**src/rtl/ahb_arb_pkg.sv**
```systemverilog
// Shared response/state encodings and index helper for the AHB bus arbiter.
package ahb_arb_pkg;

    typedef enum logic [1:0] {
        OKAY  = 2'b00,
        ERROR = 2'b01,
        RETRY = 2'b10,
        SPLIT = 2'b11
    } hresp_e;

    typedef enum logic [1:0] {
        DEFAULT = 2'b00,
        GRANTED = 2'b01,
        LOCKED  = 2'b10
    } arb_state_e;

    // OR-encoding is exact for a one-hot input and yields 0 for an all-zero input.
    function automatic logic [3:0] onehot2idx(input logic [15:0] oh);
        logic [3:0] idx;
        idx = '0;
        for (int i = 0; i < 16; i++) begin
            if (oh[i]) idx = idx | 4'(i);
        end
        return idx;
    endfunction

endpackage

```
**src/rtl/ahb_arb_pick.sv**
```systemverilog
// Combinational request picker: rotating priority from a start index, or lowest
// index first when rotation is disabled.
module ahb_arb_pick
    import ahb_arb_pkg::*;
#(
    parameter  int N  = 16,
    localparam int SW = (N > 1) ? $clog2(N) : 1
) (
    input  logic [N-1:0]  req,
    input  logic [SW-1:0] start,
    input  logic          rr_mode,
    output logic [N-1:0]  gnt,
    output logic          valid
);

    localparam logic [N-1:0] ONE = N'(1);

    logic [SW-1:0] s;
    logic [N-1:0]  rot;
    logic [N-1:0]  lsb;

    // Rotate so the start index sits at bit 0, isolate the lowest set bit,
    // then rotate the single bit back into place.
    always_comb begin
        s     = rr_mode ? start : '0;
        rot   = N'({req, req} >> s);
        lsb   = rot & (~rot + ONE);
        gnt   = N'(({lsb, lsb} << s) >> N);
        valid = |req;
    end

endmodule

```
**src/rtl/ahb_arbiter_rr.sv**
```systemverilog
// AHB-Lite/AHB2 bus arbiter: round-robin or fixed priority, bounded tenure,
// locked transfers and SPLIT parking with HSPLIT release.
//
// state   | meaning
// DEFAULT | no eligible request, default master parked on the bus
// GRANTED | unlocked owner, tenure bounded by hold_cnt
// LOCKED  | owner asserting HLOCKx, kept until lock drops or it is split
module ahb_arbiter_rr
    import ahb_arb_pkg::*;
#(
    parameter  int NUM_MASTERS    = 16,
    parameter  int DEFAULT_MASTER = 0,
    parameter  int RR_MODE        = 1,
    parameter  int MAX_HOLD       = 16,
    localparam int MW             = (NUM_MASTERS > 1) ? $clog2(NUM_MASTERS) : 1
) (
    input  logic                   HCLK,
    input  logic                   HRESETn,
    input  logic [NUM_MASTERS-1:0] HBUSREQx,
    input  logic [NUM_MASTERS-1:0] HLOCKx,
    input  logic [NUM_MASTERS-1:0] HSPLIT,
    input  logic                   HREADY,
    input  logic [1:0]             HRESP,
    output logic [NUM_MASTERS-1:0] HGRANTx,
    output logic [MW-1:0]          HMASTER,
    output logic                   HMASTLOCK,
    output logic [NUM_MASTERS-1:0] split_mask
);

    localparam int                     HW       = $clog2(MAX_HOLD) + 1;
    localparam logic [NUM_MASTERS-1:0] ONE      = NUM_MASTERS'(1);
    localparam logic [NUM_MASTERS-1:0] DEF_OH   = ONE << DEFAULT_MASTER;
    localparam logic [MW-1:0]          DEF_IDX  = MW'(DEFAULT_MASTER);
    localparam logic [MW-1:0]          LAST_IDX = MW'(NUM_MASTERS - 1);
    localparam logic [HW-1:0]          HOLD_LIM = HW'(MAX_HOLD - 1);

    arb_state_e             state, nxt_state;
    logic [HW-1:0]          hold_cnt, nxt_hold;
    logic [MW-1:0]          rr_ptr, nxt_rr, rr_next;
    logic                   split_pend;
    logic [NUM_MASTERS-1:0] nxt_grant;
    logic [NUM_MASTERS-1:0] elig, others, split_set;
    logic [NUM_MASTERS-1:0] pick_gnt;
    logic                   pick_valid;
    logic [15:0]            grant16, pick16;
    logic [3:0]             g_idx_full, pick_idx_full;
    logic [MW-1:0]          g_idx, pick_idx;
    logic                   own_req, own_lock, own_masked, split_evt;

    ahb_arb_pick #(.N(NUM_MASTERS)) u_pick (
        .req     (elig),
        .start   (rr_next),
        .rr_mode (RR_MODE != 0),
        .gnt     (pick_gnt),
        .valid   (pick_valid)
    );

    always_comb begin
        grant16                 = '0;
        grant16[NUM_MASTERS-1:0] = HGRANTx;
        pick16                  = '0;
        pick16[NUM_MASTERS-1:0]  = pick_gnt;
        g_idx_full              = onehot2idx(grant16);
        pick_idx_full           = onehot2idx(pick16);
        g_idx                   = g_idx_full[MW-1:0];
        pick_idx                = pick_idx_full[MW-1:0];
        rr_next                 = (rr_ptr == LAST_IDX) ? '0 : rr_ptr + MW'(1);

        elig       = HBUSREQx & ~split_mask;
        others     = elig & ~HGRANTx;
        own_req    = |(HBUSREQx & HGRANTx);
        own_lock   = |(HLOCKx & HGRANTx);
        own_masked = |(split_mask & HGRANTx);
        split_evt  = (HRESP == SPLIT) && !HREADY;
        split_set  = split_evt ? (ONE << HMASTER) : '0;
    end

    // A pending split skips both keep rules so the parked master is dropped
    // even while it holds a lock.
    always_comb begin
        nxt_grant = HGRANTx;
        nxt_state = state;
        nxt_hold  = hold_cnt;
        nxt_rr    = rr_ptr;
        if (!split_pend && own_lock && !own_masked) begin
            nxt_state = LOCKED;
        end else if (!split_pend && state == GRANTED && own_req && !own_masked &&
                     (hold_cnt < HOLD_LIM || others == '0)) begin
            nxt_state = GRANTED;
            if (hold_cnt < HOLD_LIM) nxt_hold = hold_cnt + HW'(1);
        end else if (pick_valid) begin
            nxt_grant = pick_gnt;
            nxt_state = GRANTED;
            nxt_hold  = '0;
            nxt_rr    = pick_idx;
        end else begin
            nxt_grant = DEF_OH;
            nxt_state = DEFAULT;
            nxt_hold  = '0;
            nxt_rr    = DEF_IDX;
        end
    end

    always_ff @(posedge HCLK) begin
        if (!HRESETn) begin
            HGRANTx    <= DEF_OH;
            HMASTER    <= DEF_IDX;
            HMASTLOCK  <= 1'b0;
            split_mask <= '0;
            hold_cnt   <= '0;
            rr_ptr     <= DEF_IDX;
            state      <= DEFAULT;
            split_pend <= 1'b0;
        end else begin
            split_mask <= (split_mask & ~HSPLIT) | split_set;
            if (HREADY) begin
                HGRANTx    <= nxt_grant;
                HMASTER    <= g_idx;
                HMASTLOCK  <= own_lock;
                hold_cnt   <= nxt_hold;
                rr_ptr     <= nxt_rr;
                state      <= nxt_state;
                split_pend <= 1'b0;
            end else if (split_evt) begin
                split_pend <= 1'b1;
            end
        end
    end

endmodule

```
**config.mk**
```make
export PLATFORM = sky130hd
export DESIGN_NAME = ahb_arbiter_rr
export DESIGN_NICKNAME = d
export VERILOG_FILES = /design/src/rtl/ahb_arb_pkg.sv /design/src/rtl/ahb_arb_pick.sv /design/src/rtl/ahb_arbiter_rr.sv
export SDC_FILE = /design/constraint.sdc
export NUM_CORES = 1
export LEC_CHECK = 0
export ABC_AREA = 1
export BUFFER_PORTS_ARGS = -buffer_cell sky130_fd_sc_hd__buf_2
export CAP_MARGIN = 20
export CORE_ASPECT_RATIO = 1.4
export CORE_UTILIZATION = 60
export CTS_CLUSTER_SIZE = 20
export DETAILED_ROUTE_END_ITERATION = 8
export GPL_ROUTABILITY_DRIVEN = 0
export PLACE_DENSITY = 0.83
export SYNTH_ARGS = -nofsm -noshare
export SYNTH_HDL_FRONTEND = slang
export SYNTH_SLANG_ARGS = --single-unit
```
**constraint.sdc**
```tcl
create_clock -name HCLK -period 5.05 [get_ports HCLK]
set_input_delay 1.515 -clock HCLK [delete_from_list [all_inputs] [get_ports HCLK]]
set_output_delay 1.515 -clock HCLK [all_outputs]
set_load 0.01 [all_outputs]
```
; After elaboration in Yosys (flattened, before gate mapping)
; Cells that the tools add are included.
[word_totals]
elab_cells = 92
reg_bits = 49
in_bits = 53
out_inout_bits = 37
[classes]
n_eq_ne = 4
n_lt_le_gt_ge = 1
n_bitwise = 15
n_reduce_logical = 19
shifts = 3
n_mux = 39
add_sub_neg = 3
[op_table]
columns = operator, count
row1 = AND 16 bit, 7
row2 = 2-to-1 mux 4 bit, 18
row3 = inverter 16 bit, 4
row4 = OR reduction 16 bit, 4
row5 = 2-to-1 mux 16 bit, 2
row6 = << shifter 32 x 4 -> 32 bit, 1
row7 = >> shifter 32 x 4 -> 16 bit, 1
row8 = 2-to-1 mux 3 bit, 8
row9 = "adder 16 x 1 -> 16 bit, second input constant", 1
row10 = zero test 16 bit, 1
row11 = OR 16 bit, 1
row12 = "<< shifter 1 x 4 -> 16 bit, first input constant", 1
row13 = 2-to-1 mux 2 bit, 5
row14 = 2-to-1 mux 5 bit, 2
row15 = logical AND 1 bit, 7
row16 = AND reduction 3 bit, 2
row17 = "adder 5 x 1 -> 5 bit, second input constant", 1
row18 = "less-than comparator 5 x 4 -> 1 bit, second input constant", 1
row19 = "adder 4 x 1 -> 4 bit, second input constant", 1
row20 = "equality test 4 bit, second input constant", 1
row21 = 2-to-1 mux 1 bit, 4
row22 = zero test 1 bit, 3
row23 = inverter 1 bit, 3
row24 = "equality test 2 x 1 -> 1 bit, second input constant", 1
row25 = 4 further kinds, 4

; Depth between registers and ports, before layout
; Gate-level depths: netlist of run 1.
[logic_depth]
word_depth = 23
ltp_mapped = 26
mapped_depth_nobuf = 25

; By module
; From an unflattened synthesis of run 1, not the netlist that was laid out.
[hier_totals]
hier_cells = 983
hier_area_um2 = 5296.3
[by_module_without_submodules]
columns = mod, area_each_um2, seq_area_each_um2, cells_per_inst, instances
row1 = ahb_arbiter_rr, 3111.7, 980.9, 509, 1
row2 = ahb_arb_pick, 2184.6, 0.0, 474, 1

; Least setup slack after synthesis of run 1
; No wires, ideal clock.
[synth_timing]
path_kind = input -> register
startpoint = input port HBUSREQx[9]
endpoint = register rr_ptr[3]
t_required_ns = 4.937
arrival_time_ns = 3.151
cell_stages = 21
setup_time_ns = 0.113
path_slack_ns = 1.786
cell_sequence = inv_1 > nor2_1 > inv_1 > nand2_2 > nand3_1 > nand3_1 > nand3_1 > nand2_2 > nor2_2 > nand2_2 > nor2_1 > o21ai_0 > nand2_1 > nand3_1 > nand3_1 > nand2_1 > nand2_2 > nor2_1 > nand2_1 > nand2_1 > nand2_1
[synth_via]
elab_chain_cells = 15
[synth_lines]
columns = element, line_no
row1 = from (decl), ahb_arbiter_rr.sv:19  ; input logic [NUM_MASTERS-1:0] HBUSREQx,
row2 = AND 16 bit, ahb_arbiter_rr.sv:69  ; elig = HBUSREQx & ~split_mask;
row3 = >> shifter 32 x 4 -> 16 bit, ahb_arb_pick.sv:26  ; rot = N'({req, req} >> s);
row4 = inverter 16 bit, ahb_arb_pick.sv:27  ; lsb = rot & (~rot + ONE);
row5 = adder 16 x 1 -> 16 bit, ahb_arb_pick.sv:27
row6 = AND 16 bit, ahb_arb_pick.sv:27
row7 = << shifter 32 x 4 -> 32 bit, ahb_arb_pick.sv:28  ; gnt = N'(({lsb, lsb} << s) >> N);
row8 = 2-to-1 mux 4 bit (8 in series), ahb_arb_pkg.sv:22  ; if (oh[i]) idx = idx | 4'(i);
row9 = 2-to-1 mux 4 bit, ahb_arbiter_rr.sv:91  ; end else if (pick_valid) begin
row10 = to (signal assigned), ahb_arbiter_rr.sv:121  ; rr_ptr <= nxt_rr;
row11 = to (decl), ahb_arbiter_rr.sv:39  ; logic [MW-1:0] rr_ptr, nxt_rr, rr_next;
; Parallel ways exist; a longest one is shown, timed or not.
; A chain may end at the register's enable or synchronous reset.

; Final worst setup path of run 1
[layout_timing]
startpoint = input port HBUSREQx[4]
endpoint = register HGRANTx[13]
[layout_via]
elab_chain_cells = 7
[layout_lines]
columns = element, line_no
row1 = AND 16 bit (on tied branches), "ahb_arbiter_rr.sv:69, ahb_arbiter_rr.sv:71"
row2 = ">> shifter 32 x 4 -> 16 bit, or another cell as far along", ahb_arb_pick.sv:26
row3 = "inverter 16 bit, or another cell as far along", ahb_arb_pick.sv:27
row4 = "adder 16 x 1 -> 16 bit, or another cell as far along", ahb_arb_pick.sv:27
row5 = AND 16 bit / logical AND 1 bit (equally long branches), "ahb_arb_pick.sv:27, ahb_arbiter_rr.sv:87"
row6 = << shifter 32 x 4 -> 32 bit / inverter 1 bit (equally long branches), --
row7 = 2-to-1 mux 16 bit / AND reduction 3 bit (equally long branches), --
row8 = to (signal assigned), ahb_arbiter_rr.sv:117  ; HGRANTx <= nxt_grant;
row9 = to (decl), ahb_arbiter_rr.sv:24  ; output logic [NUM_MASTERS-1:0] HGRANTx,
; Parallel ways exist; a longest one is shown, timed or not.

==> Implementation_results.wiki, run 1 <==
{| class="wikitable"
! Metric !! Value
|-
| Outcome || complete, no violations
|-
| Number of enable-type register cells in the synthesized netlist || 0
|-
| Final global-route overflow total || 0
|-
| Post-DR wirelength/cell || 16.86 um
|-
| Cells along the critical path || buf_2 > nand2_1 > o22ai_1 > nor4_1 > a21oi_1 > nor2_1 > nor2_1 > nor2_1 > inv_1 > o22ai_1
|-
| H-Tree Level Count || 2
|-
| Number of register bits inferred by synthesis || around 50
|-
| Library cell contributing the largest single delay on the critical path || sky130_fd_sc_hd__nor2_1
|-
| Number of optimization iterations in the first detailed-route pass || 6
|-
| Reg2reg path depth || 21
|-
| Leakage || 2.486 nW
|-
| Critical path start-end classification || in2reg
|-
| Data required time at the worst endpoint || roughly 5.3 ns
|-
| Total track usage || between 40% and 50%
|-
| Count of yosys warnings during synthesis || 0
|-
| Most instantiated library cell after synthesis || sky130_fd_sc_hd__nand3_1
|-
| Arrival @ worst endpoint || a little over 4 ns
|-
| Peak Freq || ~250 MHz
|-
| Via total after detailed routing || a little over 6000
|-
| Class of the worst hold path || reg2reg
|-
| Number of remaining DRC errors || 0
|-
| Worst-case headroom to the max-slew limit || 43.54%
|-
| Final cycle utilization of the critical path || between 70% and 80%
|-
| Proportion of synthesized chip area in sequential cells || a little over a fifth
|-
| Clock insertion delay at the later pin of the skew report || around 0.32 ns
|-
| Placed cells || 958
|-
| Count of boundary I/O pins || 90
|-
| Syn avg cell area || between 5 and 6 um^2
|-
| Slew at the pin closest to its max-slew limit || 0.8438 ns
|-
| Antenna viol nets, final || 0
|-
| Area share of the largest cell type after synthesis || around 25%
|-
| Die width || between 70 and 80 um
|-
| Buffer type at the clock tree root || sky130_fd_sc_hd__clkbuf_8
|-
| RSZ-0062 raised after global routing || no
|-
| Detailed Route Iter0 Violations || about 1100
|-
| Maximum number of pins on one net before global-route repair || 40
|-
| Unique cell type count in the Yosys netlist || 41
|-
| Setup Skew || around 0.012 ns
|-
| Most area-consuming cells after synthesis || sky130_fd_sc_hd__nand3_1 (25%), sky130_fd_sc_hd__dfxtp_1 (21%), sky130_fd_sc_hd__nand2_1 (16%)
|-
| Cell count of the worst hold path || 2
|-
| Final wirelength || ~16000 um
|-
| Post-CTS sizing || 0
|-
| Commonest register cell after synthesis || sky130_fd_sc_hd__dfxtp_1
|-
| Maximum net fanout on the critical path || 13
|-
| Netlist Area Pre-Place || between 4000 and 5000 um^2
|-
| Global-route wire length before repair || 26450 um
|-
| Max capacitance violation total || 0
|-
| Total count of max-transition violations in the final report || 0
|-
| Cell type contributing the most total cell area after synthesis || sky130_fd_sc_hd__nand3_1
|-
| Power per cell area || 624.7 nW/um^2
|-
| Detailed placer's ending HPWL || approximately 13000 um
|-
| Final #Nets || ~920
|-
| Critical Path Stages || 10
|-
| Area enclosed by the die boundary || 8168 um^2
|-
| Hold buffers post-CTS || 0
|-
| Total Neg Setup Slack || 0 ns
|-
| Startpoint type of the worst setup path || primary input
|-
| Filler-free cell count of the finished design || approximately 970
|-
| Maximum number of buffers from clock root to sink || 2
|-
| Critical Path Most Common Cell || sky130_fd_sc_hd__nor2_1
|-
| Kind of cell adding the most delay to the critical path || simple AND/OR/NAND/NOR gates
|-
| Number of setup buffers added after CTS || 0
|-
| Number of clock sinks seen by CTS || 49
|-
| Slowest stage delay, CP || between 0.6 and 0.7 ns
|-
| Final-report setup violation count || 0
|-
| Clock buffer count from CTS || 5
|-
| Routed via count divided by cell count || 6.423
|-
| Layout area overhead || 10.74%
|-
| Layout cells sized above 1 || 17.15%
|-
| Initial antenna violation count || 0
|-
| Bufs and invs on worst path || 2
|-
| Proportion of synthesized flip-flops having asynchronous set or reset || 0%
|-
| Number of instances in the synthesized netlist || 804
|-
| Chip height || 106.5 um
|-
| Clock Pin Slew Worst Setup and Hold Paths || 0.09 ns
|-
| Starting utilization of the core area || around 63%
|-
| Number of global-route vias before repair || about 5700
|-
| Most instantiated cells after synthesis || sky130_fd_sc_hd__nand3_1 (234), sky130_fd_sc_hd__nand2_1 (205), sky130_fd_sc_hd__inv_1 (60)
|-
| CTS tree || done
|-
| ANT cells || 0
|-
| Endpoint kind of the worst setup timing path || register
|-
| Final critical path time including I/O delays and setup || a little under 4 ns
|-
| Standard-cell row count || 37
|-
| Final hold violation count || 0
|-
| Number of port buffers || ~90
|-
| Maximum VDD drop || about 0.37 mV
|-
| Area of the core region || around 7500 um^2
|-
| Syn_nets || 859
|}
[worst paths after layout]
kind / start / end / slack (ns)
worst max-delay path: HBUSREQx[4] / HGRANTx[13] / 1.13
worst min-delay path: hold_cnt[4] / hold_cnt[4] / 0.47
worst max register to register: rr_ptr[0] / rr_ptr[0] / 1.23
worst min register to register: hold_cnt[4] / hold_cnt[4] / 0.47
[cells in the final DEF, fill, tap and decap left out, types with 15 or more instances in the layout]
master,synthesis,routed
sky130_fd_sc_hd__nand2_1,205,205
sky130_fd_sc_hd__inv_1,60,60
sky130_fd_sc_hd__dfxtp_1,49,49
sky130_fd_sc_hd__nor2_1,35,35
sky130_fd_sc_hd__or2_2,15,15
sky130_fd_sc_hd__a21oi_1,26,26
sky130_fd_sc_hd__nand3_1,234,234
sky130_fd_sc_hd__buf_2,17,89
sky130_fd_sc_hd__o21ai_0,25,25
sky130_fd_sc_hd__o22ai_1,19,19
[where the power goes]
group          switching (mW)  internal [mW]
clock network           0.142          0.149
registers               0.193          0.481
logic                    1.56          0.719
[layer usage]
| metal | part of all wire [%] | global-route usage [%] | wire length [um] |
|---|---|---|---|
| met2 | 47 | 67.92 | 7634 |
| met4 | 7.0 | 29.95 | 1137 |
| met5 | 0 | 0 | 0 |
| met1 | 37 | 46.62 | 5949 |
| met3 | 9.6 | 5.751 | 1562 |
[state kept, by name (all words and copies together), names as in the netlist]
signal,flops
split_mask,16
hold_cnt,5
HMASTLOCK,1
split_pend,1
HGRANTx,16
rr_ptr,4
HMASTER,4
state,2
[cell type report]
type | count | area [um^2]
repair buffers | 94 | 483.0
inverters | 64 | 240.2
clock buffers | 5 | 68.82
well taps | 97 | 121.4
clock inverters | 3 | 43.79
flip-flops and latches | 49 | 980.9
fillers | 691 | 2267
multi-input cells | 654 | 3248
[logic make-up after synthesis]
family / after synthesis / synth area share [%]
simple gates: 557 / 56.43
buf+inv: 101 / 9.778
compound gates: 95 / 12.32
flops: 49 / 20.95
fa+ha+maj: 2 / 0.5342
[through the flow]
step	area, um^2	hold WS (ns)	total power [mW]	util, %	worst slack, ns
6_report	5186	0.4723	3.240	69.58	1.127
5_1_grt	5186	0.4786	3.501	69.58	0.8738
4_1_cts	5186	0.4724	3.157	69.58	1.176
3_5_place_dp	5074	0.4606	2.864	68.07	0.8705
3_3_place_gp	5074	0.4391	2.828	68.07	0.9409
2_1_floorplan	4683	0.4282	2.340	-	1.786
[worst min-delay path, delay by kind of cell (launching register included)]
kind	cells	cell delay [ns]
DFF	1	0.32
AOI/OAI and AO/OA	1	0.06
buffers and inverters	1	0.05
No activity file was read; power rests on OpenSTA's default activity.
==> run 2, diff against run 1 <==
--- a/config.mk
+++ b/config.mk
@@ -9,11 +9,11 @@
 export BUFFER_PORTS_ARGS = -buffer_cell sky130_fd_sc_hd__buf_2
 export CAP_MARGIN = 20
 export CORE_ASPECT_RATIO = 1.4
-export CORE_UTILIZATION = 60
+export CORE_UTILIZATION = 57
 export CTS_CLUSTER_SIZE = 20
 export DETAILED_ROUTE_END_ITERATION = 8
 export GPL_ROUTABILITY_DRIVEN = 0
-export PLACE_DENSITY = 0.83
+export PLACE_DENSITY = 0.79
 export SYNTH_ARGS = -nofsm -noshare
 export SYNTH_HDL_FRONTEND = slang
 export SYNTH_SLANG_ARGS = --single-unit
==> constraint.sdc (replaced) <==
create_clock -name HCLK -period 3.88 [get_ports HCLK]
set_input_delay 1.164 -clock HCLK [delete_from_list [all_inputs] [get_ports HCLK]]
set_output_delay 1.164 -clock HCLK [all_outputs]
set_load 0.01 [all_outputs]
==> run 2 against run 1 <==
  * First-iteration DRC count fell by 23%
  * Largest power group unchanged
  * Via count increased by 0.71%
  * Final area is 0.55% higher
  * Hold slack lost 0.016 ns
  * Wire length up 3.0%
  * Largest cell class unchanged
  * Register-to-register slack got worse by 0.89 ns
  * Critical path type is now reg2reg
  * Sequential power grew 30%
  * Critical path depth rose by 10
  * Non-clock buffer count up 4
  * Flip-flop and latch count unchanged
==> Implementation_results.wiki, run 2 (synthesized netlist as in run 1, its figures left out) <==
{| class="wikitable"
! Metric !! Value
|-
| Layout area overhead || 11.35%
|-
| Global-route wire length before repair || 26530 um
|-
| Startpoint type of the worst setup path || register
|-
| Final wirelength || 16770 um
|-
| Initial antenna violation count || 0
|-
| ANT cells || 0
|-
| H-Tree Level Count || 2
|-
| Commonest cells after routing, fill and taps aside || sky130_fd_sc_hd__nand3_1 (234), sky130_fd_sc_hd__nand2_1 (205), sky130_fd_sc_hd__buf_2 (89)
|-
| Number of clock sinks seen by CTS || between 40 and 50
|-
| Final global-route overflow total || 0
|-
| Outcome || complete, no violations
|-
| Count of boundary I/O pins || 90
|-
| Slowest stage delay, CP || 0.45 ns
|-
| Final #Nets || approximately 930
|-
| Detailed placer's ending HPWL || 12950 um
|-
| Chip height || approximately 110 um
|-
| Maximum VDD drop || approximately 0.48 mV
|-
| Final-report setup violation count || 0
|-
| Worst Slack Setup Final || roughly 0.34 ns
|-
| Die width || 78.61 um
|-
| Standard-cell row count || 38
|-
| Worst slack at placement || 0.2805 ns
|-
| Data required time at the worst endpoint || just over 4 ns
|-
| CTS tree || done
|-
| Post-DR wirelength/cell || ~17 um
|-
| Power per cell area || 808.8 nW/um^2
|-
| Met3 layer usage reported by global route || under 10%
|-
| Critical path start-end classification || reg2reg
|-
| Arrival @ worst endpoint || ~3.8 ns
|-
| Area of the core region || 7845 um^2
|-
| Total track usage || roughly two fifths
|-
| Antenna viol nets, final || 0
|-
| Final core utilization || around 66%
|-
| Worst-case headroom to the max-slew limit || 57.35%
|-
| Maximum number of buffers from clock root to sink || 2
|-
| Maximum net fanout on the critical path || 39
|-
| Final critical path time including I/O delays and setup || 3.538 ns
|-
| Maximum number of pins on one net before global-route repair || 40
|-
| Busiest metal layer after global routing || met2
|-
| Detailed Route Iter0 Violations || 848
|-
| Layout cells sized above 1 || 17.64%
|-
| Cells along the critical path || ha_1 > nand3_4 > nand2_8 > nand2_1 > nand3_1 > nand3_1 > nand3_1 > nand2_1 > nand2_2 > nor2_1 > o21ai_0 > nand2_1 > nand3_1 > nand3_1 > nand2_1 > nand2_1 > nor2_1 > nand2_1 > nand2_1 > nand2_1
|-
| Number of port buffers || 89
|-
| Number of remaining DRC errors || 0
|-
| Met2 Use GR || 67.20%
|-
| Final hold violation count || 0
|-
| Number of global-route vias before repair || ~5500
|-
| Setup Skew || between 0.008 and 0.009 ns
|-
| Area enclosed by the die boundary || ~8600 um^2
|-
| Hold slack final || approximately 0.46 ns
|-
| Starting utilization of the core area || between 50% and 60%
|-
| Endpoint kind of the worst setup timing path || register
|-
| Total chip power || between 4 and 5 mW
|-
| Max capacitance violation total || 0
|-
| Class of the worst hold path || reg2reg
|-
| Clock Pin Slew Worst Setup and Hold Paths || about 0.10 ns
|-
| Clock buffer count from CTS || 5
|-
| Total count of max-transition violations in the final report || 0
|-
| Critical Path Most Common Cell || sky130_fd_sc_hd__nand2_1
|-
| Leading cell type in the layout, fill and taps excluded || sky130_fd_sc_hd__nand3_1
|-
| Via total after detailed routing || 6249
|-
| Met1 track utilization from global routing || 45.42%
|-
| Library cell contributing the largest single delay on the critical path || sky130_fd_sc_hd__dfxtp_1
|-
| Final cycle utilization of the critical path || approximately nine tenths
|-
| Registers with the most flip-flops || HGRANTx x16, split_mask x16, hold_cnt x5
|-
| Number of optimization iterations in the first detailed-route pass || 7
|-
| Leakage || about 2.5 nW
|-
| Routed via count divided by cell count || about 6.4
|-
| Total Neg Setup Slack || 0 ns
|-
| Slew at the pin closest to its max-slew limit || roughly 0.64 ns
|-
| Clock insertion delay at the later pin of the skew report || about 0.32 ns
|-
| RSZ-0062 raised after global routing || no
|-
| Peak Freq || about 280 MHz
|-
| Buffer type at the clock tree root || sky130_fd_sc_hd__clkbuf_8
|}
[run 2: what timing repair did]
item                       in CTS  in global routing
setup endpoints to repair       0                  4
hold buffers                    0                  0
setup buffers                   0                  0
resized for setup               0                  2
[run 2: area by class of cell]
cell class,count,area [um^2]
multi-input cells,654,3257
fillers,774,2630
flip-flops and latches,49,980.9
repair buffers,98,513.0
inverters,64,244.0
well taps,100,125.1
clock buffers,5,68.82
clock inverters,3,26.28
[run 2: metrics by stage]
step,std cells,cell area [um^2]
4_1_cts,973,5202
3_5_place_dp,965,5107
2_1_floorplan,804,4683
5_1_grt,973,5215
3_3_place_gp,965,5107
6_report,973,5215
[run 2: critical path, delay by kind of cell (launching register included)]
family,cells,cell delay [ns]
simple gates,18,2.39
fa+ha+maj,1,0.28
flops,1,0.45
compound gates,1,0.33
[run 2: final timing paths]
check	to	startpoint	depth (start not counted)	slack [ns]
setup reg to reg	rr_ptr[2]	rr_ptr[0]	20	0.34
setup / recovery	rr_ptr[2]	rr_ptr[0]	20	0.34
hold / removal	hold_cnt[4]	hold_cnt[4]	2	0.46
hold reg to reg	hold_cnt[4]	hold_cnt[4]	2	0.46
[run 2: routing by layer]
| metal | vias to the layer above | wire length [um] |
|---|---|---|
| met1 | 2794 | 6242 |
| met5 | - | 0 |
| met3 | 105 | 1544 |
| li1 | 2919 | - |
| met2 | 431 | 7815 |
| met4 | 0 | 1171 |
[run 2: report_power, final]
group	internal [mW]	total [mW]	leakage [nW]	switching (mW)
clock network	0.131	0.329	0.0423	0.197
registers	0.626	0.873	0.399	0.247
logic	0.958	3.02	2.05	2.06
total	1.72	4.22	2.49	2.50
